==> src/rtl/mem_bus_arbiter_pkg.sv <==
// Shared arbiter definitions: grant state encoding and the forced-completion read value.
// Latency: n/a (types and constants only).
// Backpressure: n/a.
package mem_bus_arbiter_pkg;

  // Grant state. The encoding is visible on the bus when debugging, so it is fixed.
  typedef enum logic [1:0] {
    ARB_IDLE    = 2'b00,
    ARB_SERVE_I = 2'b01,
    ARB_SERVE_D = 2'b10
  } arb_state_t;

  // Read data returned to the requester when the watchdog abandons an access.
  localparam logic [31:0] ARB_FORCE_RDATA = 32'h0000_0000;

endpackage

==> src/rtl/mem_bus_arbiter_watchdog.sv <==
// Access watchdog: counts wait cycles of the granted access and flags expiry at TIMEOUT.
// Latency: expired/bus_error are combinational from the registered count.
// Backpressure: none; the count holds at TIMEOUT until the arbiter clears it.
//
// Ports:
//   clock, reset_n  clock and async active-low reset
//   clear           a new grant decision is taken this cycle; restart at 0
//   count_en        an access is open on the bus
//   mem_ready       memory completed this cycle; no wait cycle to count
//   expired         count has reached TIMEOUT
//   bus_error       access is being force-completed this cycle
module arb_watchdog #(
  parameter int TIMEOUT = 255
) (
  input  logic clock,
  input  logic reset_n,
  input  logic clear,
  input  logic count_en,
  input  logic mem_ready,
  output logic expired,
  output logic bus_error
);

  localparam int W = $clog2(TIMEOUT + 1);

  logic [W-1:0] wdog;

  assign expired = (wdog == W'(TIMEOUT));
  // A real mem_ready at the expiry cycle wins: the access completes normally.
  assign bus_error = count_en & expired & ~mem_ready;

  always_ff @(posedge clock or negedge reset_n) begin
    if (!reset_n) begin
      wdog <= '0;
    end else if (clear) begin
      wdog <= '0;
    end else if (count_en && !mem_ready && !expired) begin
      wdog <= wdog + W'(1);
    end
  end

endmodule

==> src/rtl/mem_bus_arbiter.sv <==
// Shares one memory bus between the fetch (I) and data (D) early-strobe ports with D-streak fairness.
// Latency: strobe in cycle N -> mem_req in N+1; chained grants run back-to-back with no idle cycle.
// Backpressure: x_stall holds the requester until mem_ready (or the watchdog) completes its access.
//
// Ports:
//   clock, reset_n                          clock and async active-low reset
//   i_early_strobe, i_address               fetch request; i_stall / i_read_data back to fetch
//   d_early_strobe, d_early_write, d_*      data request; d_stall / d_read_data back to data port
//   mem_req/addr/write/be/wdata             bus side, driven by the current grant
//   mem_ready, mem_rdata                    bus completion and read data
//   bus_error, bus_error_seen               watchdog expiry pulse and its sticky copy
module mem_bus_arbiter
  import mem_bus_arbiter_pkg::*;
#(
  parameter int D_STREAK_MAX = 4,
  parameter int TIMEOUT      = 255
) (
  input  logic        clock,
  input  logic        reset_n,
  input  logic        i_early_strobe,
  input  logic [31:0] i_address,
  output logic        i_stall,
  output logic [31:0] i_read_data,
  input  logic        d_early_strobe,
  input  logic        d_early_write,
  input  logic [31:0] d_address,
  input  logic [31:0] d_write_data,
  input  logic [3:0]  d_byte_select,
  output logic        d_stall,
  output logic [31:0] d_read_data,
  output logic        mem_req,
  output logic [31:0] mem_addr,
  output logic        mem_write,
  output logic [3:0]  mem_be,
  output logic [31:0] mem_wdata,
  input  logic        mem_ready,
  input  logic [31:0] mem_rdata,
  output logic        bus_error,
  output logic        bus_error_seen
);

  arb_state_t  state;
  arb_state_t  next_grant;
  logic        pend_i;
  logic        pend_d;
  logic        wr_d;
  logic [3:0]  streak;
  logic        expired;
  logic        done;
  logic        done_i;
  logic        done_d;
  logic        decide;
  logic        c_i;
  logic        c_d;
  logic [31:0] rdata_bus;

  assign mem_req = (state != ARB_IDLE);
  assign done    = mem_req & (mem_ready | expired);
  assign done_i  = (state == ARB_SERVE_I) & done;
  assign done_d  = (state == ARB_SERVE_D) & done;
  assign decide  = (state == ARB_IDLE) | done;

  // A port competes if it has an access left after this cycle or strobes now;
  // including the strobe is what lets a completion chain straight into the next grant.
  assign c_i = (pend_i & ~done_i) | i_early_strobe;
  assign c_d = (pend_d & ~done_d) | d_early_strobe;

  // Combinational stall so a zero-wait access never stalls its requester.
  assign i_stall = pend_i & ~done_i;
  assign d_stall = pend_d & ~done_d;

  always_comb begin
    next_grant = ARB_IDLE;
    if (c_i && c_d) begin
      next_grant = (streak == 4'(D_STREAK_MAX)) ? ARB_SERVE_I : ARB_SERVE_D;
    end else if (c_i) begin
      next_grant = ARB_SERVE_I;
    end else if (c_d) begin
      next_grant = ARB_SERVE_D;
    end
  end

  always_ff @(posedge clock or negedge reset_n) begin
    if (!reset_n) begin
      state          <= ARB_IDLE;
      pend_i         <= 1'b0;
      pend_d         <= 1'b0;
      wr_d           <= 1'b0;
      streak         <= 4'd0;
      bus_error_seen <= 1'b0;
    end else begin
      if (decide) begin
        state <= next_grant;
      end

      // Set wins over clear so a strobe coinciding with completion queues the next access.
      if (i_early_strobe) begin
        pend_i <= 1'b1;
      end else if (done_i) begin
        pend_i <= 1'b0;
      end
      if (d_early_strobe) begin
        pend_d <= 1'b1;
      end else if (done_d) begin
        pend_d <= 1'b0;
      end

      // A strobe during a stall is dropped, so it must not retarget the open access.
      if (d_early_strobe && !d_stall) begin
        wr_d <= d_early_write;
      end

      if (!c_i) begin
        streak <= 4'd0;
      end else if (decide && next_grant == ARB_SERVE_I) begin
        streak <= 4'd0;
      end else if (decide && next_grant == ARB_SERVE_D && streak != 4'(D_STREAK_MAX)) begin
        streak <= streak + 4'd1;
      end

      if (bus_error) begin
        bus_error_seen <= 1'b1;
      end
    end
  end

  arb_watchdog #(
    .TIMEOUT (TIMEOUT)
  ) u_watchdog (
    .clock     (clock),
    .reset_n   (reset_n),
    .clear     (decide),
    .count_en  (mem_req),
    .mem_ready (mem_ready),
    .expired   (expired),
    .bus_error (bus_error)
  );

  always_comb begin
    mem_addr = 32'h0;
    case (state)
      ARB_SERVE_I: mem_addr = i_address;
      ARB_SERVE_D: mem_addr = d_address;
      default:     mem_addr = 32'h0;
    endcase
  end

  assign mem_write = (state == ARB_SERVE_D) & wr_d;
  assign mem_be    = mem_write ? d_byte_select : 4'b0000;
  assign mem_wdata = (state == ARB_SERVE_D) ? d_write_data : 32'h0;

  // Read data is only meaningful on the completing cycle; keep it quiet when idle.
  assign rdata_bus   = !mem_req ? 32'h0 : (bus_error ? ARB_FORCE_RDATA : mem_rdata);
  assign i_read_data = rdata_bus;
  assign d_read_data = rdata_bus;

  a_i_strobe_while_stalled: assert property (@(posedge clock) disable iff (!reset_n)
    !(i_early_strobe && i_stall));
  a_d_strobe_while_stalled: assert property (@(posedge clock) disable iff (!reset_n)
    !(d_early_strobe && d_stall));

endmodule
==> config.mk <==
export PLATFORM = sky130hd
export DESIGN_NAME = mem_bus_arbiter
export DESIGN_NICKNAME = d
export VERILOG_FILES = /design/src/rtl/mem_bus_arbiter_pkg.sv /design/src/rtl/mem_bus_arbiter_watchdog.sv /design/src/rtl/mem_bus_arbiter.sv
export SDC_FILE = /design/constraint.sdc
export NUM_CORES = 1
export LEC_CHECK = 0
export BUFFER_PORTS_ARGS = -buffer_cell sky130_fd_sc_hd__buf_2
export CAP_MARGIN = 20
export CORE_AREA = 2 2 108 110
export CTS_BUF_LIST = sky130_fd_sc_hd__clkbuf_8
export DETAILED_ROUTE_END_ITERATION = 10
export DIE_AREA = 0 0 110 112
export PLACE_DENSITY = 0.57
export SYNTH_ARGS = -nofsm -noshare
export SYNTH_HDL_FRONTEND = slang
export SYNTH_SLANG_ARGS = --single-unit
==> constraint.sdc <==
create_clock -name clock -period 3.5 [get_ports clock]
set_input_delay 0.35 -clock clock [delete_from_list [all_inputs] [get_ports clock]]
set_output_delay 0.35 -clock clock [all_outputs]
set_load 0.01 [all_outputs]
# ---- Yosys cells after proc, flatten, opt, wreduce, memory -nomap -nowiden
# Index checks and enable logic that the tools add are counted.
dict set report totals {
  input_bits 138
  reg_bits 18
  elab_cells 65
}
dict set report classes {
  n_bitwise 15
  n_reduce_logical 15
  muxes 18
  n_eq_ne 8
  add_sub_neg 2
}
# operator n
set ops {}
lappend ops {{32-bit two-way mux} 3}
lappend ops {{32-bit one-hot mux with 2 select lines} 1}
lappend ops {{4-bit two-way mux} 4}
lappend ops {{8-bit two-way mux} 2}
lappend ops {{8-bit by 1-bit adder with 8-bit output (second input constant)} 1}
lappend ops {{1-bit bitwise AND} 8}
lappend ops {{8-bit == test (second input constant)} 1}
lappend ops {{2-bit two-way mux} 4}
lappend ops {{2-bit nonzero test} 4}
lappend ops {{1-bit logical AND} 7}
lappend ops {{4-bit by 1-bit adder with 4-bit output (second input constant)} 1}
lappend ops {{2-bit by 1-bit == test with 1-bit output (second input constant)} 2}
lappend ops {{2-bit == test (second input constant)} 2}
lappend ops {{4-bit by 3-bit == test with 1-bit output (second input constant)} 1}
lappend ops {{1-bit two-way mux} 4}
lappend ops {{4-bit by 3-bit != test with 1-bit output (second input constant)} 1}
lappend ops {{1-bit bitwise OR} 4}
lappend ops {{1-bit zero test} 3}
lappend ops {{3-bit by 1-bit != test with 1-bit output (second input constant)} 1}
lappend ops {{1-bit NOT} 3}
lappend ops {{2-bit zero test} 1}

# ---- Logic depth before layout (Yosys ltp)
# Gate-level depths: netlist of the first run.
dict set report depth {
  depth_word 16
  mapped_depth 8
}

# ---- Modules after synthesis
# From an unflattened synthesis of the first run, not the netlist that was laid out.
dict set report unflattened {
  cells_unflattened 301
  area_unflattened_um2 2328.5
}
# module n_inst cells_each area_per_inst_um2
set by_module_without_submodules {}
lappend by_module_without_submodules {mem_bus_arbiter 1 249 1799.2}
lappend by_module_without_submodules {arb_watchdog 1 52 529.3}

# ---- Worst setup path after synthesis of the first run
# OpenSTA, ideal clock, no wires.
dict set report synth_path {
  path_type {reg-to-output}
  startpoint {register u_watchdog.wdog[0]}
  endpoint {output i_read_data[10]}
  n_path_buf 2
  path_stages_with_launch 8
  arrival_time_ns 1.616
  slack_ns 1.534
  t_required_ns 3.150
  path_cell_list {dfrtp_1 > ha_1 > nand3_1 > nor2_4 > a21oi_1 > clkbuf_1 > and2_1 > buf_4}
}
dict set report synth_via {
  elab_chain_cells 5
}
# element line_no
set synth_lines {}
lappend synth_lines {{start: declaration} mem_bus_arbiter_watchdog.sv:26} ;# logic [W-1:0] wdog;
lappend synth_lines {{start signal: assignment} mem_bus_arbiter_watchdog.sv:38} ;# wdog <= wdog + W'(1);
lappend synth_lines {{8-bit == test} mem_bus_arbiter_watchdog.sv:28} ;# assign expired = (wdog == W'(TIMEOUT));
lappend synth_lines {{1-bit bitwise AND (2 in a row)} mem_bus_arbiter_watchdog.sv:30} ;# assign bus_error = count_en & expired & ~mem_ready;
lappend synth_lines {{32-bit two-way mux (2 in a row)} mem_bus_arbiter.sv:153} ;# assign rdata_bus = !mem_req ? 32'h0 : (bus_error ? ARB_FORCE_RDATA : mem_rdata);
lappend synth_lines {{end: declaration} mem_bus_arbiter.sv:23} ;# output logic [31:0] i_read_data,
# No other way between the ends.

# ---- Final worst setup path of the first run
dict set report layout_path {
  startpoint {register state[0]}
  endpoint {output mem_addr[26]}
}
dict set report layout_via {
  elab_chain_cells 2
  elab_cells_between_ends 3
  classes_between {eq/ne (2); mux (1)}
}
# element line_no
set layout_lines {}
lappend layout_lines {{start: declaration} mem_bus_arbiter.sv:42} ;# arb_state_t state;
lappend layout_lines {{start signal: assignment} mem_bus_arbiter.sv:93} ;# state <= next_grant;
lappend layout_lines {{2-bit == test / 2-bit by 1-bit == test with 1-bit output (equally long branches)} mem_bus_arbiter.sv:141} ;# case (state)
lappend layout_lines {{32-bit one-hot mux with 2 select lines *} mem_bus_arbiter.sv:141}
lappend layout_lines {{end: declaration} mem_bus_arbiter.sv:32} ;# output logic [31:0] mem_addr,
# Mark *: on every way between the ends. The rest lies on a longest branch, timed or not.

==> results.yml, run 1 <==
sta:
  clock.fmax_mhz: 396
  drv_slew: 0
  skew_ns: 0.00281
  timing.final.crit_period_ns: 2.52
  fin_setup_tns_ns: 0
  setup_violations: 0
  worstMarginPinSlew_ns: 0.746
  relSlewSlack_pct: 50.3
  layout_setup_ws_ns: 0.975
  min_period_over_period_pct: 72.1
  grt_setup_unrepaired: "no"
  hold_viol: 0
clocking:
  htree_levels: 1
  clk_latency_ns: 0.25
  path_clk_slew_ns: 0.07
  cts_setup_buffers: 0
  cts_tree: "yes"
  clock-sinks: 18
  holdBufCountCts: 0
  cts_buffer_depth: 2
  cts_root_buf: "clkbuf_8"
  cts-resized-gates: 0
  cts_buffers: 3
route:
  vias: 2775
  via_per_inst: 4.26
  detail_route.wl_per_cell_um: 13.6
  drtPass1Iterations: 4
  drt_iter0_markers: 97
  postRouteAntennaNets: 0
  wl_um: 8860
  drc: 0
setup_path:
  r2r-end: "state[0]"
  worst_ep_required_time_ns: 3.15
  worstPathArrival_ns: 2.17
  end_kind: "output port"
  r2r-start: "state[1]"
  worstSetupPathType: "flip-flop to output port"
  cp_slowest_stage_delay_ns: 0.58
  cpLargestDelayFamily: "buffers and inverters"
  ff2ff_path_depth: 7
  critical_path.max_fanout: 40
  start_kind: "flip-flop"
  rrSetupSlack_ns: 1.40
  slowest_stage: "ha_2"
  cp_cell_sequence: "inv_1, ha_2, buf_4, a22oi_1, nor2b_1, buf_2"
  cp_num_buf_inv: 3
finish:
  synthToLayoutAreaGrowth_pct: 57.8
  diodes: 0
  stdcell_count: 651
  drive_above_1_share_pct: 59.1
  stdcell_area_um2: 3540
  nets: 653
  nFillCells: 1189
outcome:
  outcome: "completed"
place:
  io_buffers: 275
  dpl_worst_slack_ns: 1.25
  place_area_um2: 3480
  dpl.cell_count: 647
  dp_hpwl_um: 7470
  place_congestion: 0.844
synth:
  ys_types: 40
  ys_seq_area_share_pct: 20.1
  synthArstFlopShare_pct: 100
  syn_inst: 278
  synth_most_common_cell: "and2_1"
  ys_ff_latch: 18
  yosysWarnings: 0
  synth_top_area_share_pct: 20.1
  ys_top_cells_by_area: "dfrtp_1, and2_1, buf_4"
  synth_commonest_cells: "and2_1, buf_4, a22oi_1, nor2b_1, dfrtp_1"
  syn_nets: 422
  synth_edf_count: 0
  avgSynthCellArea_um2: 8.07
  synth_area_um2: 2240
  yosys.area.top_type: "dfrtp_1"
  ys.flop_type: "dfrtp_1"
power:
  total_power_uw: 2430
  p_leak_uw: 0.00198
  vdd_drop_max_v: 0.000372
  power_density_nw_per_um2: 686
floorplan:
  row_count: 39
  fp.dieW_um: 110
  core_um2: 11200
  initial_core_util_pct: 20.1
  dieArea_um2: 12300
  ios: 276
  die_h_um: 112
grt:
  grt_usage_pct: 12.9
  grt_max_degree: 41
  grt_pass1_wl_um: 12700
  grt_pass1_vias: 2539
  grt_remaining_overflow: 0
  grt_antenna_before_repair: 2
run:
  maxCapViolCount: 0
min_path:
  min_path_type: "input pin to asynchronous set/reset pin"
[per-stage QoR]
step,util [%],hold slack [ns]
2_1_floorplan,-,0.0544
3_3_place_gp,31.2,0.309
3_5_place_dp,31.2,0.318
4_1_cts,31.7,0.0409
5_1_grt,31.7,0.0525
6_report,31.7,0.0301
[power breakdown]
part           leakage [uW]  switching, uW  internal, uW
Clock             0.0000288           72.2          99.9
Sequential         0.000226           51.1           261
Combinational       0.00172           1080           864
[layer usage]
layer  track usage (%)  wire [um]  share of wire (%)  up-vias
met1              16.9       3690                 42     1272
met5                 0         13               0.15        -
met2              22.5       4370                 49      130
met3              2.17        749                8.5        6
li1                  -          -                  -     1365
met4              1.35         29               0.33        2
[kinds of logic (layout without fill, tap and decap cells)]
| group | after synthesis | in the layout | synth area share (%) |
|---|---|---|---|
| flops | 18 | 18 | 20.1 |
| xor+xnor | 6 | 6 | 2.34 |
| mux | 1 | 1 | 0.502 |
| fa+ha+maj | 6 | 6 | 3.35 |
| simple gates | 140 | 140 | 38.7 |
| buf+inv | 60 | 290 | 16.5 |
| compound gates | 47 | 47 | 18.6 |
[worst max-delay path by stage]
stage / depth (start not counted) / endpoint / from
2_1_floorplan: 7 / i_read_data[10] / u_watchdog.wdog[0]
3_3_place_gp: 6 / mem_addr[25] / state[0]
3_5_place_dp: 6 / mem_addr[26] / state[0]
4_1_cts: 6 / mem_addr[26] / state[0]
5_1_grt: 6 / mem_addr[26] / state[0]
6_report: 6 / mem_addr[26] / state[0]
[placed cells by master (no fill, tap or decap), types with 3 or more instances in the layout]
master,Yosys,routed
buf_2,0,275
and2_1,66,66
a22oi_1,32,32
nor2b_1,32,32
dfrtp_1,18,18
nor2_1,8,8
inv_1,7,7
nand3_1,5,5
and3_1,5,5
ha_1,6,5
nand4_1,4,4
nand2_1,4,4
xnor2_1,4,4
clkbuf_8,0,4
a21oi_1,3,3
buf_4,34,3
[registers in the layout, indices dropped and copies added, names as in the netlist]
| register | count |
|---|---|
| u_watchdog.wdog | 8 |
| pend_d | 1 |
| streak | 4 |
| pend_i | 1 |
| state | 2 |
| bus_error_seen | 1 |
| wr_d | 1 |
[area by class of cell]
class / count / area [um^2] / share of cell area (%)
clock buffer: 4 / 55.1 / 1.56
inverter: 8 / 30.0 / 0.848
tap: 143 / 179 / 5.05
timing repair buffer: 278 / 1400 / 39.5
sequential: 18 / 450 / 12.7
multi-input combinational: 200 / 1430 / 40.3
No activity file was read; power rests on OpenSTA's default activity.
==> inputs of run 2 (changes only) <==
--- a/config.mk
+++ b/config.mk
@@ -11,7 +11,7 @@
 export CTS_BUF_LIST = sky130_fd_sc_hd__clkbuf_8
 export DETAILED_ROUTE_END_ITERATION = 10
 export DIE_AREA = 0 0 110 112
-export PLACE_DENSITY = 0.57
+export PLACE_DENSITY = 0.59
 export SYNTH_ARGS = -nofsm -noshare
 export SYNTH_HDL_FRONTEND = slang
 export SYNTH_SLANG_ARGS = --single-unit
==> constraint.sdc (replaced) <==
create_clock -name clock -period 2.3 [get_ports clock]
set_input_delay 0.23 -clock clock [delete_from_list [all_inputs] [get_ports clock]]
set_output_delay 0.23 -clock clock [all_outputs]
set_load 0.01 [all_outputs]
==> run 2 against run 1 <==
Net effect: cell count is 0.31% higher; register-to-register slack worse by 0.96 ns; cell area is 0.67% higher; critical path depth is 1 higher; critical endpoint is now d_read_data[0]; combinational power is 56% higher; global-route usage is 1.7 points higher; sequential cell count stayed put; non-clock buffer count is 3 higher.
==> results.yml, run 2 (same netlist as run 1, synthesis figures left out) <==
sta:
  skew_ns: 0.00308
  worstMarginPinSlew_ns: 0.511
  hold_viol: 0
  min_period_over_period_pct: 91.2
  fin_setup_tns_ns: 0
  setup_violations: 0
  grt_setup_unrepaired: "no"
  drv_slew: 0
  clock.fmax_mhz: 477
  timing.final.crit_period_ns: 2.10
  relSlewSlack_pct: 65.8
clocking:
  cts_buffers: 3
  cts_setup_buffers: 0
  cts_buffer_depth: 2
  clk_latency_ns: 0.25
  path_clk_slew_ns: 0.07
  clock-sinks: 18
  htree_levels: 1
  cts_root_buf: "clkbuf_8"
  cts_tree: "yes"
power:
  total_power_uw: 3750
  vdd_drop_max_v: 0.000454
  power_density_nw_per_um2: 1050
  p_leak_uw: 0.00199
floorplan:
  core_um2: 11200
  row_count: 39
  ios: 276
  dieArea_um2: 12300
  fp.dieW_um: 110
  die_h_um: 112
  initial_core_util_pct: 20.1
place:
  place_area_um2: 3510
  dp_hpwl_um: 8230
  io_buffers: 275
  place_congestion: 0.964
  dpl.cell_count: 649
outcome:
  outcome: "completed"
grt:
  grt_pass1_vias: 2575
  grt_usage_pct: 14.5
  grt_remaining_overflow: 0
  grt_pass1_wl_um: 13800
  grt_antenna_before_repair: 0
  grt_max_degree: 70
finish:
  layout_common_cells: "buf_2, and2_1, a22oi_1, nor2b_1, dfrtp_1"
  largestRegisters: "u_watchdog.wdog x8, streak x4, state x2"
  regMostFlops: "u_watchdog.wdog"
  utilization_pct: 31.9
  drive_above_1_share_pct: 59.0
  diodes: 0
  nets: 656
  largest_reg_flops: 8
  stdcell_area_um2: 3560
  synthToLayoutAreaGrowth_pct: 58.8
  layout_commonest_cell: "buf_2"
  stdcell_count: 653
min_path:
  min_path_type: "input pin to flip-flop"
setup_path:
  start_kind: "flip-flop"
  end_kind: "output port"
  critical_path.max_fanout: 32
  worstPathArrival_ns: 1.87
  worst_ep_required_time_ns: 2.07
  worstSetupPathType: "flip-flop to output port"
run:
  maxCapViolCount: 0
route:
  drt_iter0_markers: 111
  vias: 2807
  via_per_inst: 4.30
  drtPass1Iterations: 4
  detail_route.wl_per_cell_um: 14.7
  drc: 0
  wl_um: 9600
  postRouteAntennaNets: 0
## run 2: critical path, stage by stage, from the launching register on
cell and delay [ns]:
dfrtp_1 0.39, ha_1 0.24, nand3_1 0.16, nor2_4 0.08
a21oi_1 0.14, buf_4 0.26, and2_1 0.20, buf_2 0.14
## run 2: worst paths after layout
check	from	endpoint	cells past startpoint	slack, ns
max	u_watchdog.wdog[0]	d_read_data[0]	7	0.20
min	d_early_write	wr_d	2	0.22
max reg2reg	state[1]	streak[2]	7	0.44
min reg2reg	u_watchdog.wdog[0]	u_watchdog.wdog[0]	1	0.46
max in group asynchronous	reset_n	u_watchdog.wdog[5]	2	1.57
min in group asynchronous	reset_n	streak[2]	2	0.43
## run 2: what timing repair did
item | CTS | global route
setup endpoints to repair | 0 | 0
resized for setup | 0 | 0
hold buffers | 1 | 0
hold endpoints to repair | 18 | 0
## run 2: final cells by class
class | instances | area (um^2)
Tap cell | 143 | 179
Multi-Input combinational cell | 200 | 1430
Timing Repair Buffer | 281 | 1440
Clock buffer | 3 | 41.3
Fill cell | 1226 | 7610
Sequential cell | 18 | 450
Inverter | 8 | 30.0
## run 2: report_power, final
part	internal [uW]	total, uW	switching, uW
Clock	117	222	105
Combinational	1350	3050	1700
Sequential	398	479	81.8
Total	1870	3750	1890
## run 2: stage by stage
stage | hold slack (ns) | setup slack, ns
5_1_grt | 0.224 | 0.0230
6_report | 0.216 | 0.202
3_5_place_dp | 0.195 | 0.419
4_1_cts | 0.225 | 0.178
3_3_place_gp | 0.191 | 0.501
2_1_floorplan | -0.0656 | 0.454
## run 2: metal layers
metal  up-vias  part of all wire [%]  GRT usage (%)
met2       141                    45           22.6
met5         -                     0              0
li1       1367                     -              -
met3         7                   8.7           2.46
met4         0                  0.80           2.70
met1      1292                    45           21.1
==> inputs of run 3 (changes only) <==
==> constraint.sdc (replaced) <==
create_clock -name clock -period 1.68 [get_ports clock]
set_input_delay 0.168 -clock clock [delete_from_list [all_inputs] [get_ports clock]]
set_output_delay 0.168 -clock clock [all_outputs]
set_load 0.01 [all_outputs]
==> run 3 against run 2 <==
Net effect: the run now ends with negative setup slack left; cell count rose by 7.5%; combinational power rose to 2.5 times the previous value; register-to-register slack got worse by 0.61 ns; sequential power rose by 41%; sequential cell count did not move; largest cell class unchanged; setup slack got worse by 0.40 ns; die area did not move; clock power rose by 60%; sequential share of layout area fell by 4.1 points.
==> results.yml, run 3 (same netlist as run 1, synthesis figures left out) <==
finish:
  synthToLayoutAreaGrowth_pct: 136
  largestRegisters: "u_watchdog.wdog x8, streak x4, state x2"
  drive_above_1_share_pct: 82.6
  layout_common_cells: "buf_2, buf_6, and2_4, a22oi_2, nor2b_1"
  layout_commonest_cell: "buf_2"
  largest_reg_flops: 8
  regMostFlops: "u_watchdog.wdog"
  stdcell_area_um2: 5300
  nets: 702
floorplan:
  dieArea_um2: 12300
  ios: 276
  core_um2: 11200
  initial_core_util_pct: 20.1
  row_count: 39
  die_h_um: 112
  fp.dieW_um: 110
power:
  clkPwrFrac_pct: 4.1
  p_sw_share_pct: 40.5
  internal_power_uw: 5230
  p_seq_share_pct: 7.7
  p_leak_uw: 0.00263
  p_comb_share_pct: 88.3
  total_power_uw: 8790
  power_density_nw_per_um2: 1660
  p_switching_uw: 3560
  vdd_drop_max_v: 0.000790
grt:
  grt_max_degree: 33
  grt_antenna_before_repair: 5
  grt_remaining_overflow: 0
  grt_usage_pct: 18.4
  grt_pass1_wl_um: 17300
  grt_pass1_vias: 3156
outcome:
  failed_checks: "negative setup slack"
  outcome: "finished, violations left"
setup_path:
  start_kind: "flip-flop"
  ff2ff_path_depth: 8
  critical_path.max_fanout: 8
  worst_ep_required_time_ns: 1.51
  worstPathArrival_ns: 1.71
  r2r-end: "state[0]"
  r2r-start: "state[0]"
  end_kind: "output port"
  worstSetupPathType: "flip-flop to output port"
  rrSetupSlack_ns: -0.17
route:
  drc: 0
  wl_um: 12900
  vias: 3165
  drtPass1Iterations: 4
  via_per_inst: 4.51
  postRouteAntennaNets: 0
  drt_iter0_markers: 163
  detail_route.wl_per_cell_um: 18.3
clocking:
  clock-sinks: 18
  cts_tree: "yes"
  htree_levels: 1
  cts_root_buf: "clkbuf_8"
  cts_buffer_depth: 2
  cts_buffers: 3
  clk_latency_ns: 0.26
  path_clk_slew_ns: 0.07
sta:
  hold_viol: 0
  grt_setup_unrepaired: "yes"
  setup_violations: 140
  fin_setup_tns_ns: -13.16
  min_period_over_period_pct: 112
  worstMarginPinSlew_ns: 0.418
  relSlewSlack_pct: 72.1
  clock.fmax_mhz: 534
  drv_slew: 0
  skew_ns: 0.00680
  timing.final.crit_period_ns: 1.87
  layout_setup_ws_ns: -0.193
place:
  dpl_worst_slack_ns: -0.0271
  dp_hpwl_um: 8540
  place_area_um2: 3600
  io_buffers: 275
  place_congestion: 0.798
min_path:
  whs_path_depth: 2
  hold_path_end: "wr_d"
  min_path_type: "input pin to flip-flop"
  hold_start: "d_early_write"
run:
  maxCapViolCount: 0
run 3: through the flow:
step / cells / hold slack (ns) / utilization, %
finish: 702 / 0.150 / 47.4
global route: 702 / 0.156 / 47.4
CTS: 693 / 0.147 / 43.6
detailed placement: 654 / 0.126 / 32.2
global placement: 654 / 0.119 / 32.2
floorplan: 278 / -0.128 / -
run 3: what timing repair did:
action	in CTS	in global routing
pin swaps	39	41
hold endpoints to repair	18	0
hold buffers	1	0
setup buffers	24	10
gates cloned	10	3
gates resized for setup	164	94
endpoints found under the setup margin	141	144
run 3: worst max-delay path, stage by stage, from the launching register on:
cell and delay (ns):
dfrtp_1 0.37, inv_2 0.08, ha_4 0.18, buf_12 0.13, a21oi_4 0.16, buf_6 0.16
buf_16 0.12, and2_4 0.15, buf_6 0.10
run 3: cell type report:
cell class | count | area, um^2
fill | 1011 | 5880
tap | 143 | 179
antenna | 2 | 5.00
clock buffer | 4 | 55.1
inverter | 8 | 30.0
sequential | 18 | 450
multi-input combinational | 201 | 1890
timing repair buffer | 326 | 2690
run 3: worst max path at each step:
stage          cells after the start         endpoint                from  slack, ns
2_1_floorplan                      6    mem_wdata[10]            state[0]      0.003
3_3_place_gp                       6             wr_d  u_watchdog.wdog[0]       0.02
3_5_place_dp                       7  d_read_data[24]  u_watchdog.wdog[0]      -0.03
4_1_cts                            8  i_read_data[31]  u_watchdog.wdog[1]      -0.19
5_1_grt                            8   d_read_data[3]  u_watchdog.wdog[1]      -0.28
6_report                           8   d_read_data[3]            state[1]      -0.19
run 3: metal layers:
layer  up-vias  wire length (um)  share of wire [%]  GRT usage [%]
met2       148              6670                 52           32.2
met1      1517              4880                 38           22.7
met5         -                27               0.21              0
met3        20              1090                8.5           4.33
li1       1476                 -                  -              -
met4         4               193                1.5           3.46
run 3: power by group through the flow:
stage	Clock, uW	Sequential, uW	Combinational [uW]
floorplan	0	623	2860
global placement	0	658	4390
detailed placement	0	668	4470
CTS	363	671	7050
global route	390	692	8250
finish	356	675	7760
